==> config.mk <==
export PLATFORM = sky130hd
export DESIGN_NAME = bmu_arbiter_flat
export DESIGN_NICKNAME = d
export VERILOG_FILES = /design/src/rtl/bmu_pkg.sv /design/src/rtl/bmu_arbiter_if.sv /design/src/rtl/bmu_rr_arbiter.sv /design/src/rtl/bmu_arbiter.sv /design/src/flat_wrapper.sv
export SDC_FILE = /design/constraint.sdc
export NUM_CORES = 1
export LEC_CHECK = 0
export ABC_AREA = 1
export CORE_AREA = 3 3 205 207
export CTS_CLUSTER_SIZE = 20
export DETAILED_ROUTE_END_ITERATION = 10
export DIE_AREA = 0 0 208 210
export MAX_ROUTING_LAYER = met4
export SETUP_SLACK_MARGIN = 0.1
export SLEW_MARGIN = 20
export SYNTH_ARGS = -nofsm -noshare
export SYNTH_HDL_FRONTEND = slang
export SYNTH_HIERARCHICAL = 1
export SYNTH_SLANG_ARGS = --single-unit
export TNS_END_PERCENT = 20
==> constraint.sdc <==
create_clock -name clk -period 1.1 [get_ports clk]
set_input_delay 0.33 -clock clk [delete_from_list [all_inputs] [get_ports clk]]
set_output_delay 0.33 -clock clk [all_outputs]
set_load 0.01 [all_outputs]
==> src/rtl/bmu_pkg.sv <==
// bmu_pkg: shared types and widths for the BMU arbiter slice.
package bmu_pkg;
    localparam int AP_W       = 42;
    localparam int DEF_DATA_W = 32;

    // Decoded ALU/BMU op packet; one-hot op flags followed by extended control bits.
    typedef struct packed {
        logic                land;
        logic                lor;
        logic                lxor;
        logic                sll;
        logic                srl;
        logic                sra;
        logic                ror;
        logic                rol;
        logic                add;
        logic                sub;
        logic [AP_W-11:0]    ext;
    } rtl_alu_pkt_t;
endpackage

==> src/rtl/bmu_arbiter_if.sv <==
// bmu_arbiter_if: requester request/response ports plus the BMU drive/return bus.
interface bmu_arbiter_if
    import bmu_pkg::*;
#(
    parameter int NUM_REQ = 2,
    parameter int DATA_W  = DEF_DATA_W
);
    logic [NUM_REQ-1:0]             reqValid, reqReady, reqCsrRen;
    rtl_alu_pkt_t [NUM_REQ-1:0]     reqAp;
    logic [NUM_REQ-1:0][DATA_W-1:0] reqA, reqB, reqCsrRdata;
    logic [NUM_REQ-1:0]             rspValid, rspReady, rspError;
    logic [NUM_REQ-1:0][DATA_W-1:0] rspResult;
    logic                           bmuValidIn, bmuCsrRenIn, bmuError;
    rtl_alu_pkt_t                   bmuAp;
    logic [DATA_W-1:0]              bmuAIn, bmuBIn, bmuCsrRdataIn, bmuResultFf;

    modport master (
        output reqValid, reqAp, reqA, reqB, reqCsrRen, reqCsrRdata, rspReady, bmuResultFf, bmuError,
        input  reqReady, rspValid, rspResult, rspError, bmuValidIn, bmuAp, bmuAIn, bmuBIn, bmuCsrRenIn, bmuCsrRdataIn
    );
    modport slave (
        input  reqValid, reqAp, reqA, reqB, reqCsrRen, reqCsrRdata, rspReady, bmuResultFf, bmuError,
        output reqReady, rspValid, rspResult, rspError, bmuValidIn, bmuAp, bmuAIn, bmuBIn, bmuCsrRenIn, bmuCsrRdataIn
    );
endinterface

==> src/rtl/bmu_rr_arbiter.sv <==
// bmu_rr_arbiter: round-robin one-hot grant starting at the pointer; pointer moves past each winner.
module bmu_rr_arbiter #(
    parameter int N = 2,
    parameter int W = 1
) (
    input  logic         clk,
    input  logic         rst,
    input  logic [N-1:0] i_eligible,
    output logic [N-1:0] o_grant,
    output logic [W-1:0] o_grant_idx,
    output logic         o_grant_vld
);
    logic [W-1:0] r_ptr, w_hi, w_lo;
    logic         w_hi_vld;

    // Descending scan leaves the lowest eligible index at/after the pointer in w_hi, overall lowest in w_lo.
    always_comb begin
        w_hi        = '0;
        w_lo        = '0;
        w_hi_vld    = 1'b0;
        o_grant_vld = 1'b0;
        for (int i = N - 1; i >= 0; i--) begin
            if (i_eligible[W'(i)] && W'(i) >= r_ptr) begin
                w_hi     = W'(i);
                w_hi_vld = 1'b1;
            end
            if (i_eligible[W'(i)]) begin
                w_lo        = W'(i);
                o_grant_vld = 1'b1;
            end
        end
        o_grant_idx = w_hi_vld ? w_hi : w_lo;
        o_grant     = o_grant_vld ? N'(1) << o_grant_idx : '0;
    end

    always_ff @(posedge clk) begin
        if (rst)
            r_ptr <= '0;
        else if (o_grant_vld)
            r_ptr <= (o_grant_idx == W'(N - 1)) ? '0 : o_grant_idx + 1'b1;
    end
endmodule

==> src/rtl/bmu_arbiter.sv <==
// bmu_arbiter: shares one BMU across NUM_REQ requesters with round-robin issue,
// tag tracking across the BMU latency and a single response slot per requester.
module bmu_arbiter
    import bmu_pkg::*;
#(
    parameter int NUM_REQ = 2,
    parameter int DATA_W  = DEF_DATA_W,
    parameter int BMU_LAT = 1
) (
    input logic          clk,
    input logic          rst,
    bmu_arbiter_if.slave bus
);
    localparam int TAG_W = (NUM_REQ > 1) ? $clog2(NUM_REQ) : 1;
    typedef logic [TAG_W-1:0] tag_t;

    logic [NUM_REQ-1:0] w_credit, w_eligible, w_grant, w_ret;
    logic               w_grant_vld;
    tag_t               w_grant_idx;
    logic [NUM_REQ-1:0] r_in_flight, r_rsp_valid;
    logic [BMU_LAT:0]   r_pipe_vld;
    tag_t [BMU_LAT:0]   r_pipe_tag;
    logic               r_bmu_vld, r_bmu_csr_ren;
    rtl_alu_pkt_t       r_bmu_ap;
    logic [DATA_W-1:0]  r_bmu_a, r_bmu_b, r_bmu_csr_rdata;

    // One outstanding op per requester, the response slot included; a draining slot frees credit at once.
    assign w_credit     = ~r_in_flight & (~r_rsp_valid | bus.rspReady);
    assign w_eligible   = rst ? '0 : bus.reqValid & w_credit;
    assign bus.reqReady = w_grant;

    bmu_rr_arbiter #(.N(NUM_REQ), .W(TAG_W)) u_rr (
        .clk         (clk),
        .rst         (rst),
        .i_eligible  (w_eligible),
        .o_grant     (w_grant),
        .o_grant_idx (w_grant_idx),
        .o_grant_vld (w_grant_vld)
    );

    always_ff @(posedge clk) begin
        if (rst) begin
            r_bmu_vld       <= 1'b0;
            r_bmu_ap        <= '0;
            r_bmu_a         <= '0;
            r_bmu_b         <= '0;
            r_bmu_csr_ren   <= 1'b0;
            r_bmu_csr_rdata <= '0;
        end else begin
            r_bmu_vld <= w_grant_vld;
            r_bmu_ap  <= w_grant_vld ? bus.reqAp[w_grant_idx] : '0;
            if (w_grant_vld) begin
                r_bmu_a         <= bus.reqA[w_grant_idx];
                r_bmu_b         <= bus.reqB[w_grant_idx];
                r_bmu_csr_ren   <= bus.reqCsrRen[w_grant_idx];
                r_bmu_csr_rdata <= bus.reqCsrRdata[w_grant_idx];
            end
        end
    end

    assign bus.bmuValidIn    = r_bmu_vld;
    assign bus.bmuAp         = r_bmu_ap;
    assign bus.bmuAIn        = r_bmu_a;
    assign bus.bmuBIn        = r_bmu_b;
    assign bus.bmuCsrRenIn   = r_bmu_csr_ren;
    assign bus.bmuCsrRdataIn = r_bmu_csr_rdata;

    // Tag pipe exit lines up with the cycle bmuResultFf holds that op's result.
    always_ff @(posedge clk) begin
        if (rst) begin
            r_in_flight <= '0;
            r_rsp_valid <= '0;
            r_pipe_vld  <= '0;
            r_pipe_tag  <= '0;
        end else begin
            r_in_flight <= w_grant | (r_in_flight & ~w_ret);
            r_rsp_valid <= w_ret | (r_rsp_valid & ~bus.rspReady);
            r_pipe_vld  <= {r_pipe_vld[BMU_LAT-1:0], w_grant_vld};
            r_pipe_tag  <= {r_pipe_tag[BMU_LAT-1:0], w_grant_idx};
        end
    end

    assign bus.rspValid = r_rsp_valid;

    for (genvar g = 0; g < NUM_REQ; g++) begin : g_slot
        logic [DATA_W-1:0] r_result;
        logic              r_error;
        assign w_ret[g] = r_pipe_vld[BMU_LAT] && r_pipe_tag[BMU_LAT] == tag_t'(g);
        always_ff @(posedge clk) begin
            if (rst) begin
                r_result <= '0;
                r_error  <= 1'b0;
            end else if (w_ret[g]) begin
                r_result <= bus.bmuResultFf;
                r_error  <= bus.bmuError;
            end
        end
        assign bus.rspResult[g] = r_result;
        assign bus.rspError[g]  = r_error;
    end
endmodule

==> src/flat_wrapper.sv <==
// flat-port wrapper written by rule: the top's interface ports become plain ports
module bmu_arbiter_flat import bmu_pkg::*;
#(
    parameter int NUM_REQ = 2,
    parameter int DATA_W  = DEF_DATA_W,
    parameter int BMU_LAT = 1
)
  (clk, rst, bus_reqValid, bus_reqAp, bus_reqA, bus_reqB, bus_reqCsrRen, bus_reqCsrRdata, bus_rspReady, bus_bmuResultFf, bus_bmuError, bus_reqReady, bus_rspValid, bus_rspResult, bus_rspError, bus_bmuValidIn, bus_bmuAp, bus_bmuAIn, bus_bmuBIn, bus_bmuCsrRenIn, bus_bmuCsrRdataIn);
  bmu_arbiter_if #(.NUM_REQ(NUM_REQ), .DATA_W(DATA_W)) bus_i ();
  input logic clk;
  input logic rst;
  input wire logic [$bits(bus_i.reqValid)-1:0] bus_reqValid;
  input wire logic [$bits(bus_i.reqAp)-1:0] bus_reqAp;
  input wire logic [$bits(bus_i.reqA)-1:0] bus_reqA;
  input wire logic [$bits(bus_i.reqB)-1:0] bus_reqB;
  input wire logic [$bits(bus_i.reqCsrRen)-1:0] bus_reqCsrRen;
  input wire logic [$bits(bus_i.reqCsrRdata)-1:0] bus_reqCsrRdata;
  input wire logic [$bits(bus_i.rspReady)-1:0] bus_rspReady;
  input wire logic [$bits(bus_i.bmuResultFf)-1:0] bus_bmuResultFf;
  input wire logic [$bits(bus_i.bmuError)-1:0] bus_bmuError;
  output wire logic [$bits(bus_i.reqReady)-1:0] bus_reqReady;
  output wire logic [$bits(bus_i.rspValid)-1:0] bus_rspValid;
  output wire logic [$bits(bus_i.rspResult)-1:0] bus_rspResult;
  output wire logic [$bits(bus_i.rspError)-1:0] bus_rspError;
  output wire logic [$bits(bus_i.bmuValidIn)-1:0] bus_bmuValidIn;
  output wire logic [$bits(bus_i.bmuAp)-1:0] bus_bmuAp;
  output wire logic [$bits(bus_i.bmuAIn)-1:0] bus_bmuAIn;
  output wire logic [$bits(bus_i.bmuBIn)-1:0] bus_bmuBIn;
  output wire logic [$bits(bus_i.bmuCsrRenIn)-1:0] bus_bmuCsrRenIn;
  output wire logic [$bits(bus_i.bmuCsrRdataIn)-1:0] bus_bmuCsrRdataIn;
  assign bus_i.reqValid = bus_reqValid;
  assign bus_i.reqAp = bus_reqAp;
  assign bus_i.reqA = bus_reqA;
  assign bus_i.reqB = bus_reqB;
  assign bus_i.reqCsrRen = bus_reqCsrRen;
  assign bus_i.reqCsrRdata = bus_reqCsrRdata;
  assign bus_i.rspReady = bus_rspReady;
  assign bus_i.bmuResultFf = bus_bmuResultFf;
  assign bus_i.bmuError = bus_bmuError;
  assign bus_reqReady = bus_i.reqReady;
  assign bus_rspValid = bus_i.rspValid;
  assign bus_rspResult = bus_i.rspResult;
  assign bus_rspError = bus_i.rspError;
  assign bus_bmuValidIn = bus_i.bmuValidIn;
  assign bus_bmuAp = bus_i.bmuAp;
  assign bus_bmuAIn = bus_i.bmuAIn;
  assign bus_bmuBIn = bus_i.bmuBIn;
  assign bus_bmuCsrRenIn = bus_i.bmuCsrRenIn;
  assign bus_bmuCsrRdataIn = bus_i.bmuCsrRdataIn;
  bmu_arbiter #(.NUM_REQ(NUM_REQ), .DATA_W(DATA_W), .BMU_LAT(BMU_LAT)) u_core (.clk(clk), .rst(rst), .bus(bus_i));
endmodule
==> metrics.md, run 1 <==
| Metric | Value |
|---|---|
| Worst EP arrival | 1.01 ns |
| IO Count | 527 |
| Max-Cap Viols | 0 |
| Setup CP Type | register to output port |
| Critical path required time | 0.77 ns |
| Status | finished, violations left |
| Initial Util | 0.226 |
| Pin count of the biggest net entering global routing | approximately 240 |
| Core area | around 41000 sq um |
| CTS Buf Count | 25 |
| P&R area growth vs syn | 76.7% |
| Total grt overflow | 0 |
| Critical path buffer and inverter count | 1 |
| Clk pin slew, worst setup/hold paths | 0.06 ns |
| Htree depth | 1 |
| Worst rel slew slack | 0.607 |
| Drt first pass iters | 4 |
| Global router's overall resource usage | 0.157 |
| Site Rows | 74 |
| Placed insts | 2356 |
| Fin. Hold Viols | 0 |
| Die Y | 210 um |
| Yosys Warn Count | 6 |
| First-pass GRT wire length | 54.3 mm |
| Worst-case clock buffer depth | 3 |
| Pwr dens | roughly 1200 nW/um^2 |
| Slew @ Worst Pin | 0.589 ns |
| Slew Limit Fails | 0 |
| Routed wire per std cell | 14.9 um |
| Dpl hpwl | 26.1 mm |
| Synth Area per Inst | about 6.7 sq um |
| Final worst-path cycle share | 1.21 |
| Synth Instances | approximately 1400 |
| Crit end category | output port |
| Setup violations, final | about 210 |
| Total Power | 0.0201 W |
| Vias in the first global route | 9983 |
| Setup ws final | -0.235 ns |
| Die width | 208 um |
| DRC Markers | 0 |
| Routed Antenna Nets | 0 |
| Final GP Congestion | 0.814 |
| Hold Crit Class | input port to register |
| Min Hold Slack | 0.320 ns |
| Slowest cell on the critical path | dfxtp_4 |
| Clock root buffer master | clkbuf_16 |
| DIE AREA | 43700 sq um |
| Startpoint Class | register |
| Worst-Skew Late Latency | roughly 0.53 ns |
| Max IR drop VDD | 0.797 mV |
| Failing checks | negative setup slack |
| DR iter-0 viols | 612 |
| Nets@finish | 2177 |
| Final cell count without fillers | about 2400 |
| Largest delay contributor family on the critical path | flip-flops |
| IO buf count | roughly 520 |
| Drt total wl | 35.9 mm |
| CTS Sinks | ~210 |
| Fill cell count | 4234 |
| RSZ-0062 raised after global routing | yes |
| Post-Syn Area | 9160 sq um |
| Pre-CTS setup slack | -0.473 ns |
| CP Max Fanout | 2 |
| Fraction of layout cells with a size suffix above 1 | 0.264 |
| Achievable clock frequency | 0.749 GHz |
| CTS tree | built |
| CP max stage delay | 0.36 ns |
| Via density | 4.23 |
| Fin crit period | around 1.3 ns |
| DR vias | 10200 |
| Final Skew | 0.00514 ns |
| CP cell instances | buf_6 |
| Static Leak | 7.81 nW |
| Initial antenna violation count | 2 |
sequential cells by signal, indices dropped and copies added, names as in the netlist, 2 cells and up:
register	count
u_core/r_pipe_tag	2
u_core/bus.bmuAp	42
u_core/r_pipe_vld	2
u_core/bus.bmuAIn	32
u_core/g_slot.r_result	64
u_core/bus.bmuCsrRdataIn	32
u_core/bus.rspValid	2
u_core/g_slot.r_error	2
u_core/bus.bmuBIn	32
cell usage in the layout (no fill, tap or decap), types with 5 or more instances in the layout:
cell and count:
clkdlybuf4s50_1 313, buf_4 24, nand3_1 33, buf_12 13, buf_2 19, clkinv_2 10, buf_6 192, dfxtp_4 5
dfxtp_2 186, nand3b_1 33, a21oi_1 69, dfxtp_1 20, nand2_1 345, o21ai_0 96, nor2_1 360, a21oi_2 8
inv_1 102, clkbuf_16 25
worst reg2reg max path: stages, from the launching register on:
cell and delay [ns]:
dfxtp_4 0.40, buf_12 0.18, buf_12 0.15, nand3_1 0.10
a21oi_2 0.14
power by group:
group	switching, W	internal, W	total [W]
clock	0.00328	0.00465	0.00793
sequential	0.000266	0.00812	0.00839
combinational	0.00162	0.00221	0.00382
total	0.00516	0.0150	0.0201
layer usage:
layer  part of all wire  wire length, um  GRT usage
met1               0.39            13900      0.177
met2               0.50            17900      0.273
met3              0.086             3090     0.0451
met4              0.025              888     0.0453
met5                  0                0          -
metrics by stage:
| stage | cell area (sq um) | setup TNS, ns | util |
|---|---|---|---|
| detailed placement | 14900 | -104.93 | 0.367 |
| CTS | 15500 | -50.42 | 0.382 |
| floorplan | 9190 | 0 | - |
| global placement | 14900 | -103.59 | 0.367 |
| global route | 16200 | -50.50 | 0.399 |
| finish | 16200 | -40.27 | 0.399 |
final timing paths:
path | start | endpoint | slack, ns | cells after the start
worst max-delay path | u_core/g_slot[1].r_result[3]$_SDFFE_PP0P_ | bus_rspResult[35] | -0.24 | 1
worst min-delay path | rst | u_core/g_slot[0].r_result[28]$_SDFFE_PP0P_ | 0.32 | 5
worst max register to register | u_core/r_pipe_vld[1]$_SDFF_PP0_ | u_core/g_slot[1].r_result[10]$_SDFFE_PP0P_ | 0.07 | 4
worst min register to register | u_core/r_pipe_tag[0]$_SDFF_PP0_ | u_core/r_pipe_tag[1]$_SDFF_PP0_ | 0.40 | 2
layout make-up:
type	instances	area, sq um	area share
timing repair buffer	563	5860	0.362
sequential	211	4480	0.276
multi-input combinational	953	4010	0.247
clock buffer	33	696	0.0430
tap	532	666	0.0411
inverter	106	407	0.0251
clock inverter	11	83.8	0.00518
antenna	2	5.00	0.000309
repair_timing:
item,4_1_cts,5_1_grt
buffers inserted,2,7
gates resized for setup,1078,176
hold buffers,0,0
pin swaps,0,28
endpoints found under the setup margin,275,366
Note: power is estimated with default switching activity, not from simulation.
==> run 2: changes to the inputs <==
--- a/config.mk
+++ b/config.mk
@@ -6,10 +6,10 @@
 export NUM_CORES = 1
 export LEC_CHECK = 0
 export ABC_AREA = 1
-export CORE_AREA = 3 3 205 207
+export CORE_AREA = 3 3 204 206
 export CTS_CLUSTER_SIZE = 20
 export DETAILED_ROUTE_END_ITERATION = 10
-export DIE_AREA = 0 0 208 210
+export DIE_AREA = 0 0 207 209
 export MAX_ROUTING_LAYER = met4
 export SETUP_SLACK_MARGIN = 0.1
 export SLEW_MARGIN = 20
==> constraint.sdc (replaced) <==
create_clock -name clk -period 1.2 [get_ports clk]
set_input_delay 0.36 -clock clk [delete_from_list [all_inputs] [get_ports clk]]
set_output_delay 0.36 -clock clk [all_outputs]
set_load 0.01 [all_outputs]
==> metrics.md, run 2 (synthesis results as in run 1) <==
| Metric | Value |
|---|---|
| Status | finished, violations left |
| Failing checks | negative setup slack |
| Vias in the first global route | 9503 (-4.8%) |
| CP max stage delay | 0.35 ns (about the same) |
| Fill cell count | 4122 (-2.6%) |
| Final Skew | 0.0203 ns (+0.0152 ns) |
| CTS Hold Bufs | 0 (unchanged) |
| Htree depth | 1 (unchanged) |
| CTS Buf Count | 25 (unchanged) |
| DR iter-0 viols | 529 (-14%) |
| Fin. Hold Viols | 0 (unchanged) |
| Placed insts | 2340 (-0.68%) |
| Highest metal layer with signal wires | met4 |
| IO Count | 527 (unchanged) |
| Fraction of layout cells with a size suffix above 1 | 0.261 (-0.00289) |
| Fin crit period | ~1.4 ns |
| Critical path buffer and inverter count | 1 (unchanged) |
| CP cell instances | buf_6 |
| CP Max Fanout | 2 (unchanged) |
| Metal2 WL | 17.5 mm (-2.3%) |
| Site Rows | 73 (-1.4%) |
| Routed wire per std cell | 14.7 um (-1.2%) |
| Met3 routed WL | 2.88 mm (-6.9%) |
| Max reg flops | 64 (unchanged) |
| N_diodes | 0 (-2) |
| First-pass GRT wire length | 53.4 mm (-1.6%) |
| Met1 wire length | 14.0 mm (+0.15%) |
| Final worst-path cycle share | 1.16 |
| Worst-case clock buffer depth | 3 (unchanged) |
| Max IR drop VDD | 0.806 mV (+1.1%) |
| Clock root buffer master | clkbuf_16 |
| Final cell count without fillers | 2396 (-0.62%) |
| Routed Antenna Nets | 0 (unchanged) |
| Dpl hpwl | 25.0 mm (-4.0%) |
| RSZ-0062 raised after global routing | yes |
| Worst rel slew slack | 0.508 (-0.0998) |
| Critical path required time | 0.84 ns (+0.07 ns) |
| CTS tree | built |
| Flop-to-flop setup slack | 0.13 ns (+0.06 ns) |
| Total grt overflow | 0 (unchanged) |
| Top reg by flops | u_core/g_slot.r_result |
| Largest delay contributor family on the critical path | flip-flops |
| DIE AREA | 43300 sq um (-0.95%) |
| Commonest non-fill, non-tap cells in the layout | nor2_1 (360), nand2_1 (344), clkdlybuf4s50_1 (314) |
| DRC Markers | 0 (unchanged) |
| Slowest cell on the critical path | dfxtp_4 |
| Hold Crit Class | input port to register |
| Drt total wl | 35.2 mm (-1.8%) |
| Setup ws final | -0.187 ns (+0.0485 ns) |
| Slew Limit Fails | 0 (unchanged) |
| Clk pin slew, worst setup/hold paths | 0.06 ns (about the same) |
| Slew @ Worst Pin | 0.739 ns (+0.150 ns) |
| DR vias | 10100 (-1.3%) |
| Via density | 4.20 (-0.64%) |
| P&R area growth vs syn | 76.3% |
| Leading cell type in the layout, fill and taps excluded | nor2_1 |
| Achievable clock frequency | 0.721 GHz |
| Die width | 207 um (-0.48%) |
| Nets@finish | 2169 (-0.37%) |
| Final GP Congestion | 0.824 (+1.1%) |
| Pre-CTS setup slack | -0.415 ns (+0.0585 ns) |
| CTS Sinks | 211 (unchanged) |
| Initial Util | 0.230 (+0.00415) |
| Drt first pass iters | 5 (+1) |
| Max-Cap Viols | 0 (unchanged) |
| Setup violations, final | 208 (unchanged) |
| Pwr dens | 1190 nW/um^2 (-4.6%) |
| Pin count of the biggest net entering global routing | 238 (unchanged) |
| Static Leak | 7.78 nW (-0.43%) |
| Worst EP arrival | 1.03 ns (+0.02 ns) |
| IO buf count | 522 (unchanged) |
| Setup CP Type | register to output port |
| Initial antenna violation count | 0 (-2) |
| Crit end category | output port |
| Startpoint Class | register |
| Global router's overall resource usage | 0.155 (-0.00206) |
| Die Y | 209 um (-0.48%) |
| Worst-Skew Late Latency | 0.55 ns (+0.02 ns) |
| Core area | 39800 sq um (-1.8%) |
## run 2: path summary, 6_finish.rpt
check	depth (start not counted)	startpoint	to
min reg2reg	2	u_core/r_pipe_tag[0]$_SDFF_PP0_	u_core/r_pipe_tag[1]$_SDFF_PP0_
max reg2reg	5	u_core/r_pipe_tag[1]$_SDFF_PP0_	u_core/g_slot[1].r_result[8]$_SDFFE_PP0P_
min	3	bus_reqAp[10]	u_core/bus.bmuAp[10]$_SDFF_PP0_
max	1	u_core/g_slot[0].r_result[2]$_SDFFE_PP0P_	bus_rspResult[2]
## run 2: where the power goes
part	total (W)	switching [W]	internal, W
registers	0.00767	0.000234	0.00744
clock network	0.00803	0.00313	0.00490
logic	0.00346	0.00148	0.00199
## run 2: timing repair
item | 4_1_cts | 5_1_grt
resized for setup | 1080 | 197
endpoints found under the setup margin | 208 | 261
buffers inserted | 3 | 7
## run 2: final cells by class
type	count	area, sq um	area share
repair buffers	555	5730	0.355
clock buffers	40	782	0.0484
clock inverters	6	97.6	0.00604
well taps	525	657	0.0407
multi-input cells	953	4010	0.248
flip-flops and latches	211	4480	0.277
inverters	106	402	0.0249
## run 2: metrics by stage
stage	hold slack (ns)	TNS, ns	total power (W)	utilization	cell area, sq um
2_1_floorplan	0.388	0	0.00905	-	9170
3_3_place_gp	0.405	-70.75	0.0110	0.370	14700
3_5_place_dp	0.405	-75.07	0.0110	0.370	14700
4_1_cts	0.319	-38.54	0.0190	0.387	15400
5_1_grt	0.327	-38.35	0.0200	0.406	16200
6_report	0.352	-29.41	0.0192	0.406	16200
## run 2: per-layer routing
metal | track usage | vias to the layer above
met5 | - | -
met2 | 0.269 | 364
met1 | 0.177 | 4519
met3 | 0.0435 | 48
li1 | - | 5139
met4 | 0.0386 | 0
==> run 3: changes to the inputs <==
==> constraint.sdc (replaced) <==
create_clock -name clk -period 1.7 [get_ports clk]
set_input_delay 0.51 -clock clk [delete_from_list [all_inputs] [get_ports clk]]
set_output_delay 0.51 -clock clk [all_outputs]
set_load 0.01 [all_outputs]
==> metrics.md, run 3 (synthesis results as in run 1) <==
| Metric | Value |
|---|---|
| Initial antenna violation count | 0 (unchanged) |
| Slowest cell on the critical path | dfxtp_1 |
| Startpoint Class | register |
| Area occupied by multi-input gates | 3970 sq um (-1.0%) |
| Critical path buffer and inverter count | 1 (unchanged) |
| Nets@finish | 2152 (-0.78%) |
| CP max stage delay | 0.32 ns (-0.03 ns) |
| DRC Markers | 0 (unchanged) |
| Top reg by flops | u_core/g_slot.r_result |
| Die width | 207 um (unchanged) |
| Crit end category | output port |
| Vias in the first global route | 9407 (-1.0%) |
| CTS Sinks | 211 (unchanged) |
| Htree depth | 1 (unchanged) |
| FF+latch area | 4230 sq um (-5.4%) |
| Worst-case clock buffer depth | 3 (unchanged) |
| CP cell instances | clkdlybuf4s15_1 |
| Largest delay contributor family on the critical path | flip-flops |
| WHS Path Cells | 2 (-1) |
| Global router's overall resource usage | 0.152 (-0.00337) |
| CP Max Fanout | 2 (unchanged) |
| Achievable clock frequency | 0.626 GHz |
| Commonest non-fill, non-tap cells in the layout | nor2_1 (360), nand2_1 (346), clkdlybuf4s50_1 (314) |
| Pre-CTS setup slack | -0.0872 ns (+0.327 ns) |
| Total grt overflow | 0 (unchanged) |
| Worst-Skew Late Latency | 0.54 ns (about the same) |
| DR iter-0 viols | 540 (+2.1%) |
| Final worst-path cycle share | 0.940 |
| Critical path required time | 1.19 ns (+0.35 ns) |
| Worst EP arrival | 1.09 ns (+0.06 ns) |
| Reg2Reg Depth | 5 (unchanged) |
| Max IR drop VDD | 0.629 mV (-22%) |
| Fraction of layout cells with a size suffix above 1 | 0.151 (-0.110) |
| Fin crit period | ~1.6 ns |
| Max-Cap Viols | 0 (unchanged) |
| Hold Crit Class | register to register |
| DIE AREA | 43300 sq um (unchanged) |
| Levels on crit path | 1 (unchanged) |
| IO buf count | 522 (unchanged) |
| Post-CTS sizing | 406 (-62%) |
| Total Negative Setup Slacks | 0 ns (+29.41 ns) |
| Core area | 39800 sq um (unchanged) |
| Final GP Congestion | 0.838 (+1.7%) |
| Initial Util | 0.230 (unchanged) |
| Status | finished, final reports clean |
| Final cell count without fillers | 2378 (-0.75%) |
| CTS tree | built |
| Setup CP Type | register to output port |
| P&R area growth vs syn | 58.7% |
| DR vias | 9865 (-2.0%) |
| Clk pin slew, worst setup/hold paths | 0.06 ns (about the same) |
| Static Leak | 7.30 nW (-6.2%) |
| RSZ-0062 raised after global routing | yes |
| Die Y | 209 um (unchanged) |
| Leading cell type in the layout, fill and taps excluded | nor2_1 |
| CTS Buf Count | 26 (+4.0%) |
| Drt total wl | 34.4 mm (-2.1%) |
| Total Power | 0.0133 W (-31%) |
| Site Rows | 73 (unchanged) |
| Placed insts | 2332 (-0.34%) |
| First-pass GRT wire length | 51.9 mm (-2.9%) |
| Max reg flops | 64 (unchanged) |
| CTS Hold Bufs | 0 (unchanged) |
| Routed wire per std cell | 14.5 um (-1.4%) |
| Post-CTS Setup Bufs | 0 (-3) |
| IO Count | 527 (unchanged) |
| Pin count of the biggest net entering global routing | 238 (unchanged) |
| Slew Limit Fails | 0 (unchanged) |
| Routed Antenna Nets | 0 (unchanged) |
| Fill cell count | 4273 (+3.7%) |
| Drt first pass iters | 4 (-1) |
| Pwr dens | 911 nW/um^2 (-23%) |
| Setup violations, final | 0 (-100%) |
| N_diodes | 0 (unchanged) |
| Final Skew | 0.00508 ns (-0.0153 ns) |
| Clock root buffer master | clkbuf_16 |
| Fin. Hold Viols | 0 (unchanged) |
| Setup ws final | 0.102 ns (+0.289 ns) |
| Via density | 4.15 (-1.3%) |
| Dpl hpwl | 24.5 mm (-1.9%) |
==> run 3: cell count changes in the layout (fill, tap and decap cells not counted), moves of 10 or more <==
cell / change
buf_4: -10
buf_6: -189
dfxtp_1: +182
dfxtp_2: -176
buf_2: +17
clkbuf_2: +166
==> run 3: final timing paths <==
path / start / to / slack (ns)
min reg2reg: u_core/r_pipe_tag[0]$_SDFF_PP0_ / u_core/r_pipe_tag[1]$_SDFF_PP0_ / 0.40
max reg2reg: u_core/r_pipe_tag[1]$_SDFF_PP0_ / u_core/g_slot[1].r_result[3]$_SDFFE_PP0P_ / 0.41
max: u_core/bus.bmuAIn[13]$_SDFFE_PP0P_ / bus_bmuAIn[13] / 0.10
min: u_core/r_pipe_tag[0]$_SDFF_PP0_ / u_core/r_pipe_tag[1]$_SDFF_PP0_ / 0.40
==> run 3: per-stage QoR <==
| step | hold WS [ns] | cell area (sq um) | utilization |
|---|---|---|---|
| floorplan | 0.388 | 9170 | - |
| global placement | 0.396 | 14700 | 0.368 |
| detailed placement | 0.398 | 14700 | 0.368 |
| CTS | 0.406 | 15200 | 0.383 |
| global route | 0.444 | 14500 | 0.365 |
| finish | 0.401 | 14500 | 0.365 |
==> run 3: power by group <==
| part | leakage [nW] | switching [W] | internal, W |
|---|---|---|---|
| clock | 0.442 | 0.00220 | 0.00360 |
| sequential | 1.74 | 0.000115 | 0.00521 |
| combinational | 5.11 | 0.00102 | 0.00111 |
==> run 3: area by class of cell <==
class | instances | area share
Timing Repair Buffer | 537 | 0.301
Sequential cell | 211 | 0.291
Multi-Input combinational cell | 953 | 0.273
Clock buffer | 36 | 0.0529
Tap cell | 525 | 0.0452
Inverter | 106 | 0.0275
Clock inverter | 10 | 0.00921
==> run 3: routing by layer <==
| metal | part of all wire | vias up | GRT usage | wire, um |
|---|---|---|---|---|
| met4 | 0.029 | 0 | 0.0433 | 996 |
| met3 | 0.081 | 58 | 0.0470 | 2780 |
| met1 | 0.41 | 4336 | 0.172 | 14000 |
| li1 | - | 5105 | - | - |
| met5 | 0 | - | - | 0 |
| met2 | 0.48 | 366 | 0.259 | 16600 |
